==> src/rtl/display_scan_reader_if.sv <==
// Word stream from display_scan_reader to its consumer (serialiser, logger).
// A word moves on the rising clk edge where out_valid and out_ready are both high.
// While out_valid is high, out_data/out_ch/out_last are stable and out_valid
// will not drop until that transfer happens. out_ready may change freely and
// is ignored while out_valid is low.
interface display_scan_reader_if #(
  parameter int DATA_W = 12
) ();
  logic              out_valid;
  logic              out_ready;
  logic [DATA_W-1:0] out_data;
  logic [2:0]        out_ch;
  logic              out_last;

  modport master (
    output out_valid,
    output out_data,
    output out_ch,
    output out_last,
    input  out_ready
  );

  modport slave (
    input  out_valid,
    input  out_data,
    input  out_ch,
    input  out_last,
    output out_ready
  );
endinterface

==> src/rtl/display_scan_reader.sv <==
// Steps a one-hot select through the display mux, waits for the registered mux
// output to settle, and streams one frame of channel words per scan.
module display_scan_reader #(
  parameter int DATA_W = 12,
  parameter int NUM_CH = 5,
  parameter int SETTLE = 2
) (
  input  logic                 clk,
  input  logic                 rst_n,
  input  logic                 enable_i,
  input  logic [DATA_W-1:0]    mux_data_i,
  output logic [NUM_CH-1:0]    select_o,
  display_scan_reader_if.master out_if,
  output logic                 frame_done_o,
  output logic [15:0]          frame_count_o,
  output logic                 busy_o,
  output logic [1:0]           state_o
);

  localparam logic [1:0] S_IDLE   = 2'd0;
  localparam logic [1:0] S_SETTLE = 2'd1;
  localparam logic [1:0] S_SEND   = 2'd2;

  localparam logic [3:0]        CNT_INIT  = 4'(SETTLE - 1);
  localparam logic [2:0]        LAST_CH   = 3'(NUM_CH - 1);
  localparam logic [NUM_CH-1:0] SEL_FIRST = {{(NUM_CH-1){1'b0}}, 1'b1};

  logic [1:0]        state_q, state_d;
  logic [3:0]        cnt_q, cnt_d;
  logic [2:0]        ch_q, ch_d;
  logic [NUM_CH-1:0] select_q, select_d;
  logic [DATA_W-1:0] data_q, data_d;
  logic [2:0]        out_ch_q, out_ch_d;
  logic              last_q, last_d;
  logic              valid_q, valid_d;
  logic              done_q, done_d;
  logic [15:0]       count_q, count_d;

  always_comb begin
    state_d  = state_q;
    cnt_d    = cnt_q;
    ch_d     = ch_q;
    select_d = select_q;
    data_d   = data_q;
    out_ch_d = out_ch_q;
    last_d   = last_q;
    valid_d  = valid_q;
    done_d   = 1'b0;
    count_d  = count_q;

    case (state_q)
      S_IDLE: begin
        if (enable_i) begin
          select_d = SEL_FIRST;
          ch_d     = 3'd0;
          cnt_d    = CNT_INIT;
          state_d  = S_SETTLE;
        end
      end

      // The mux registers its output one edge after select moves, so the
      // capture waits SETTLE edges from the select update.
      S_SETTLE: begin
        if (cnt_q == 4'd0) begin
          data_d   = mux_data_i;
          out_ch_d = ch_q;
          last_d   = (ch_q == LAST_CH);
          valid_d  = 1'b1;
          state_d  = S_SEND;
        end else begin
          cnt_d = cnt_q - 4'd1;
        end
      end

      S_SEND: begin
        if (out_if.out_ready) begin
          valid_d = 1'b0;
          last_d  = 1'b0;
          if (ch_q != LAST_CH) begin
            select_d = {select_q[NUM_CH-2:0], 1'b0};
            ch_d     = ch_q + 3'd1;
            cnt_d    = CNT_INIT;
            state_d  = S_SETTLE;
          end else begin
            done_d  = 1'b1;
            count_d = count_q + 16'd1;
            // enable is only looked at here and in IDLE, so a frame never aborts.
            if (enable_i) begin
              select_d = SEL_FIRST;
              ch_d     = 3'd0;
              cnt_d    = CNT_INIT;
              state_d  = S_SETTLE;
            end else begin
              state_d = S_IDLE;
            end
          end
        end
      end

      default: state_d = S_IDLE;
    endcase
  end

  always_ff @(posedge clk) begin
    if (!rst_n) begin
      state_q  <= S_IDLE;
      cnt_q    <= 4'd0;
      ch_q     <= 3'd0;
      select_q <= SEL_FIRST;
      data_q   <= '0;
      out_ch_q <= 3'd0;
      last_q   <= 1'b0;
      valid_q  <= 1'b0;
      done_q   <= 1'b0;
      count_q  <= 16'd0;
    end else begin
      state_q  <= state_d;
      cnt_q    <= cnt_d;
      ch_q     <= ch_d;
      select_q <= select_d;
      data_q   <= data_d;
      out_ch_q <= out_ch_d;
      last_q   <= last_d;
      valid_q  <= valid_d;
      done_q   <= done_d;
      count_q  <= count_d;
    end
  end

  assign select_o         = select_q;
  assign out_if.out_valid = valid_q;
  assign out_if.out_data  = data_q;
  assign out_if.out_ch    = out_ch_q;
  assign out_if.out_last  = last_q;
  assign frame_done_o     = done_q;
  assign frame_count_o    = count_q;
  assign busy_o           = (state_q != S_IDLE);
  assign state_o          = state_q;

endmodule

==> src/flat_wrapper.sv <==
// flat-port wrapper written by rule: the top's interface ports become plain ports
module display_scan_reader_flat 
#(
  parameter int DATA_W = 12,
  parameter int NUM_CH = 5,
  parameter int SETTLE = 2
)
  (clk, rst_n, enable_i, mux_data_i, select_o, frame_done_o, frame_count_o, busy_o, state_o, out_if_out_valid, out_if_out_data, out_if_out_ch, out_if_out_last, out_if_out_ready);
  display_scan_reader_if #(.DATA_W(DATA_W)) out_if_i ();
  input  logic clk;
  input  logic rst_n;
  input  logic enable_i;
  input  logic [DATA_W-1:0] mux_data_i;
  output logic [NUM_CH-1:0] select_o;
  output logic frame_done_o;
  output logic [15:0] frame_count_o;
  output logic busy_o;
  output logic [1:0] state_o;
  output wire logic [$bits(out_if_i.out_valid)-1:0] out_if_out_valid;
  output wire logic [$bits(out_if_i.out_data)-1:0] out_if_out_data;
  output wire logic [$bits(out_if_i.out_ch)-1:0] out_if_out_ch;
  output wire logic [$bits(out_if_i.out_last)-1:0] out_if_out_last;
  input wire logic [$bits(out_if_i.out_ready)-1:0] out_if_out_ready;
  assign out_if_out_valid = out_if_i.out_valid;
  assign out_if_out_data = out_if_i.out_data;
  assign out_if_out_ch = out_if_i.out_ch;
  assign out_if_out_last = out_if_i.out_last;
  assign out_if_i.out_ready = out_if_out_ready;
  display_scan_reader #(.DATA_W(DATA_W), .NUM_CH(NUM_CH), .SETTLE(SETTLE)) u_core (.clk(clk), .rst_n(rst_n), .enable_i(enable_i), .mux_data_i(mux_data_i), .select_o(select_o), .out_if(out_if_i), .frame_done_o(frame_done_o), .frame_count_o(frame_count_o), .busy_o(busy_o), .state_o(state_o));
endmodule
==> config.mk <==
export PLATFORM = sky130hd
export DESIGN_NAME = display_scan_reader_flat
export DESIGN_NICKNAME = d
export VERILOG_FILES = /design/src/rtl/display_scan_reader_if.sv /design/src/rtl/display_scan_reader.sv /design/src/flat_wrapper.sv
export SDC_FILE = /design/constraint.sdc
export NUM_CORES = 1
export LEC_CHECK = 0
export CAP_MARGIN = 30
export CORE_MARGIN = 3
export CORE_UTILIZATION = 48
export DETAILED_ROUTE_END_ITERATION = 6
export PLACE_DENSITY_LB_ADDON = 0.12
export REMOVE_ABC_BUFFERS = 1
export SETUP_SLACK_MARGIN = 0.1
export SYNTH_ARGS = -nofsm -noshare
export SYNTH_HDL_FRONTEND = slang
export SYNTH_SLANG_ARGS = --single-unit
==> constraint.sdc <==
create_clock -name clk -period 2.49 [get_ports clk]
set_clock_uncertainty 0.2 [all_clocks]
set_input_delay 0.498 -clock clk [delete_from_list [all_inputs] [get_ports clk]]
set_output_delay 0.498 -clock clk [all_outputs]
set_load 0.005 [all_outputs]
==> Word level (Yosys, flattened, before mapping) <==
Index checks and enable logic that the tools add are counted.
{ "op_classes": {"n_eq_ne": 8, "n_mux": 25, "n_bitwise": 1, "addsub": 3, "n_reduce_logical": 13} }
{ "ops": {"columns": ["cell", "count"], "rows": [
  ["$add A16 B1 Y16 const B", 1],
  ["$mux W4", 4],
  ["$mux W5", 3],
  ["$reduce_and A3 Y1", 5],
  ["$pmux W4 S3", 1],
  ["$pmux W5 S2", 1],
  ["$mux W3", 3],
  ["$mux W2", 4],
  ["$ne A2 B2 Y1 const B", 3],
  ["$pmux W2 S3", 1],
  ["$pmux W3 S2", 1],
  ["$reduce_bool A2 Y1", 3],
  ["$mux W1", 5],
  ["$logic_not A4 Y1", 1],
  ["$pmux W1 S2", 2],
  ["$reduce_and A2 Y1", 2],
  ["$sub A4 B1 Y4 const B", 1],
  ["$add A3 B1 Y3 const B", 1],
  ["$eq A3 B3 Y1 const B", 1],
  ["$ne A3 B3 Y1 const B", 1],
  ["$reduce_bool A3 Y1", 1],
  ["$eq A2 B1 Y1 const B", 1],
  ["$eq A2 B2 Y1 const B", 1],
  ["$logic_not A2 Y1", 1],
  ["2 further kinds", 2]
]} }
{ "word_totals": {"output_inout_bits": 42, "word_cells": 60, "reg_bits": 48} }

==> Depth between registers and ports, before layout <==
Gate-level depths: netlist of the first run.
{ "logic_depth": {"word_depth": 4, "ltp_mapped": 8, "depth_no_buf": 6} }

==> Worst setup path before layout of the first run <==
Ideal clock, no wire load.
{ "synth_path": {"path_kind": "flip-flop to flip-flop", "startpoint": "reg u_core.state_q[1] (netlist: u_core.state_o[1])", "endpoint": "reg u_core.cnt_q[0]", "path_slack_ps": 413, "period_less_slack_ps": 2077, "required_ps": 2168, "stages_incl_launch_ff": 8, "t_arrival_ps": 1756, "path_buffers": 2, "cell_sequence": "dfxtp_1 > inv_1 > ha_1 > buf_2 > nor4bb_1 > buf_2 > or3_1 > o311a_1"} }
{ "synth_between": {"elab_chain_cells": 3, "elab_cells_between_ends": 8, "classes_between": "eq/ne (4); mux (1); reduce/logical (3)"} }
{ "synth_rtl": {"columns": ["item", "line", "text"], "rows": [
  ["from (decl)", "display_scan_reader.sv:28", "logic [1:0] state_q, state_d;"],
  ["from (signal assigned)", "display_scan_reader.sv:117", "state_q <= state_d;"],
  ["$eq A2 B1 Y1, or another cell as far along", "display_scan_reader.sv:51", "case (state_q)"],
  ["$ne A2 B2 Y1 (no line) / $reduce_bool A3 Y1 (equally long branches)", null, null],
  ["$reduce_and A3 Y1 (no line)", null, null],
  ["to (signal assigned)", "display_scan_reader.sv:118", "cnt_q <= cnt_d;"],
  ["to (decl)", "display_scan_reader.sv:29", "logic [3:0] cnt_q, cnt_d;"]
]} }
Several ways; a longest one is shown, not always the timed one.
A chain may end at the register's enable or synchronous reset.

==> Worst setup path after layout of the first run <==
{ "layout_path": {"startpoint": "reg u_core.state_q[1] (netlist: u_core.state_o[1])", "endpoint": "out busy_o"} }
{ "layout_between": {"elab_chain_cells": 1} }
{ "layout_rtl": {"columns": ["item", "line", "text"], "rows": [
  ["$reduce_bool A2 Y1", "display_scan_reader.sv:137", "assign busy_o = (state_q != S_IDLE);"],
  ["to (decl)", "flat_wrapper.sv:17", "output logic busy_o;"]
]} }
Every way passes these cells.

==> run_results.csv, run 1 <==
group,metric,value,unit
yosys,synth_enable_flop_cells,0,
placement,placement.io_buffers,57,
yosys,yosys.cell_types.count,44,
global_route,grt.overflow.total,0,
worst_setup_path,critical_path_start_end_classification,"flop to output pin",
yosys,synthCells,257,
yosys,synth_async_sr_flop_share,0,%
global_route,antenna_found_initial,0,
sta,final.hold.worst_slack,0.2563,ns
detailed_routing,routed_wire_length_per_instance,13.34,um
sta,fin_crit,2.295,ns
cells_and_area,area.growth.synth_to_final,36.47,%
min_path,min_path_cells,2,
cells_and_area,layout.cells.non_filler,371,
detailed_routing,postRouteAntennaNets,0,
clock_tree,cts-root-buf,"sky130_fd_sc_hd__clkbuf_8",
clock_tree,clock_latency,0.30,ns
sta,relSlewSlack,67.42,%
yosys,post_synth.cell_area_avg,8.437,um2
power_and_ir_drop,power.share.switching,31.63,%
placement,place.detailed.hpwl,3626,um
floorplanning,dieArea,0.005360,mm2
floorplanning,die_width,73.21,um
detailed_routing,drcViolationCount,0,
worst_setup_path,cp-end-kind,"output pin",
yosys,netlist_area_before_placement,0.002168,mm2
detailed_routing,drt_iter0_markers,48,
cells_and_area,final_common_cell,"sky130_fd_sc_hd__clkdlybuf4s50_1",
detailed_routing,via_per_inst,5.377,
floorplanning,initial_utilization,51.96,%
sta,final_hold_viol_count,0,
yosys,netlist.area_leader.share,44.32,%
yosys,synth_flop_cell,"sky130_fd_sc_hd__dfxtp_1",
global_route,grt_pass1_wl,8390,um
power_and_ir_drop,power_frac_clock,25.5,%
floorplanning,die_h,73.21,um
job,drv_cap,0,
placement,gp_congestion,0.7996,
cells_and_area,final_layout_size_suffix_gt1_share,8.100,%
clock_tree,cts_max_path_buffers,2,
worst_setup_path,required,1.79,ns
clock_tree,h_tree_depth,2,
yosys,synth_top_cell_by_area,"sky130_fd_sc_hd__dfxtp_1",
global_route,gr-max-usage-layer,"met2",
global_route,grt_pass1_vias,1961,
clock_tree,number_of_clock_sinks,48,
cells_and_area,n_antenna_cell,0,
yosys,ys_ff_latch,48,
global_route,grt_use_met2,33.27,%
clock_tree,cts-buffers-inserted,5,
detailed_routing,1st_pass_router_iterations,4,
cells_and_area,nNetsFinal,345,
global_route,grt.met3_usage,5.372,%
floorplanning,fp.coreArea,0.004173,mm2
floorplanning,num_rows,23,
detailed_routing,detailroute.via_count,1995,
yosys,synth-warning-count,0,
power_and_ir_drop,p_leak,1.073,nW
worst_setup_path,worstPathArrival,1.60,ns
clock_tree,cts_hold_buffers,0,
sta,finalSetupViolations,0,
status,run_status,"complete, no violations",
sta,finalMaxSlewViolations,0,
clock_tree,clk_pin_slew,0.09,ns
clock_tree,tritoncts,"built",
sta,fin_crit_sh,92.19,%
power_and_ir_drop,internal_power,1.581,mW
power_and_ir_drop,seq_power_share,39.8,%
min_path,hp-class,"flop to flop",
global_route,use_met1,23.23,%
power_and_ir_drop,power_density,781.2,mW/mm2
cells_and_area,nFillCells,331,
sta,fmax,0.4356,GHz
cells_and_area,layout.cells.most_common_list,"sky130_fd_sc_hd__clkdlybuf4s50_1 (57), sky130_fd_sc_hd__dfxtp_1 (47), sky130_fd_sc_hd__nand2_1 (44), sky130_fd_sc_hd__a21oi_1 (27), sky130_fd_sc_hd__nor2_1 (19)",
power_and_ir_drop,combPwrFrac,34.8,%
sta,grt_setup_unrepaired,"false",
power_and_ir_drop,worst_ir_drop_vdd,0.0004906,V
sta,worst_pin_slew,0.4875,ns
yosys,yosys-top-cells-area,"sky130_fd_sc_hd__dfxtp_1 (44%), sky130_fd_sc_hd__nand2_1 (7.6%), sky130_fd_sc_hd__a21oi_1 (6.2%), sky130_fd_sc_hd__ha_1 (5.2%), sky130_fd_sc_hd__nor2_1 (3.3%)",
worst_setup_path,setup.worst_path.start_class,"flop",
yosys,synth_sequential_area_ratio,44.32,%
placement,placedCellCount,363,
worst_setup_path,cell_count_of_the_worst_reg_to_reg_path,5,
detailed_routing,wl,4948,um
global_route,gr-usage-all-layers,19.85,%
power_and_ir_drop,switching_power,0.7311,mW
worst_setup_path,critPathMaxFanout,5,
global_route,grt_max_degree,21,
floorplanning,io_pins,58,
critical path, cell delays in order (launching register included):
cell	delay (ns)
sky130_fd_sc_hd__dfxtp_1	0.42
sky130_fd_sc_hd__inv_1	0.08
sky130_fd_sc_hd__ha_1	0.24
sky130_fd_sc_hd__inv_1	0.07
sky130_fd_sc_hd__clkdlybuf4s50_1	0.49
power by group through the flow:
stage | combinational, mW | clock (mW) | sequential, mW
floorplan | 0.443 | 0 | 0.932
global placement | 0.797 | 0 | 0.932
detailed placement | 0.805 | 0 | 0.936
CTS | 0.809 | 0.600 | 0.919
global route | 0.898 | 0.637 | 0.934
finish | 0.803 | 0.589 | 0.920
state kept, by name, indices dropped and copies added (netlist names):
signal                   flops
u_core.ch_q                  3
u_core.cnt_q                 4
u_core.frame_count_o        16
u_core.frame_done_o          1
u_core.out_if.out_ch         3
u_core.out_if.out_data      12
u_core.out_if.out_last       1
u_core.out_if.out_valid      1
u_core.select_o              5
u_core.state_o               2
synthesized netlist by cell type, drive strengths merged (3+ instances only):
cell type and number:
a21oi 27, buf 5, nand3 9, nand2 45, nor2 19, dfxtp 48
or3 3, xnor2 4, nand4 5, mux2i 3, nand2b 5, a22oi 6
nor2b 3, xor2 5, inv 10, clkbuf 7, o21ai 9, ha 9
metal layers:
layer | vias up | part of all wire, %
met1 | 914 | 44
met5 | - | 0
met3 | 13 | 4.8
li1 | 1023 | -
met4 | 0 | 2.3
met2 | 45 | 49
through the flow:
stage          area (um2)  utilization [%]  TNS [ns]  setup slack [ns]  power, mW
2_1_floorplan        2115                -    -1.708           -0.3052      1.375
3_3_place_gp         2836            67.98         0            0.1289      1.729
3_5_place_dp         2836            67.98         0            0.1075      1.741
4_1_cts              2958            70.88         0            0.1738      2.328
5_1_grt              2959            70.91         0            0.1049      2.469
6_report             2959            70.91         0            0.1945      2.312
cells by family (layout without fill, tap and decap cells):
group                    after synthesis  in the layout  share of synthesized area (%)
flip-flops                            48             48                          44.32
XOR/XNOR                               9              9                          3.635
AND/OR/NAND/NOR                      107            107                          24.24
adder cells (fa/ha/maj)                9              9                          5.193
multiplexers                           5              5                          2.424
AO/OA/AOI/OAI                         57             57                          15.98
buffers and inverters                 22             86                          4.213
area by class of cell:
cell class	instances	area (um2)	area share (%)
clock buffers	6	82.58	2.791
clock inverters	2	38.79	1.311
inverters	10	37.54	1.268
multi-input cells	187	1122	37.93
flip-flops and latches	48	962.2	32.52
well taps	50	62.56	2.114
repair buffers	68	653.1	22.07
path summary, 6_finish.rpt:
check | startpoint | end | slack, ns
min | u_core.out_if.out_data[0]$_SDFFE_PN0P_ | u_core.out_if.out_data[0]$_SDFFE_PN0P_ | 0.26
min reg2reg | u_core.out_if.out_data[0]$_SDFFE_PN0P_ | u_core.out_if.out_data[0]$_SDFFE_PN0P_ | 0.26
max | u_core.state_o[1]$_SDFFE_PN0P_ | busy_o | 0.19
max reg2reg | u_core.state_o[1]$_SDFFE_PN0P_ | u_core.frame_count_o[12]$_SDFFE_PN0P_ | 0.31
timing repair:
action | in CTS | in global routing
endpoints found under the setup margin | 0 | 1
gates resized for setup | 0 | 1
buffers inserted | 0 | 0
Note: power is estimated with default switching activity, not from simulation.
==> run 2, diff against run 1 <==
- CAP_MARGIN: 30 -> not set
==> results of run 2 <==
Same layout as run 1: the final DEF is identical, and so are final timing and power.
==> run 3, diff against run 2 <==
- CTS_CLUSTER_DIAMETER: not set -> 60
==> results of run 3 <==
Same layout as run 1: the final DEF is identical, and so are final timing and power.
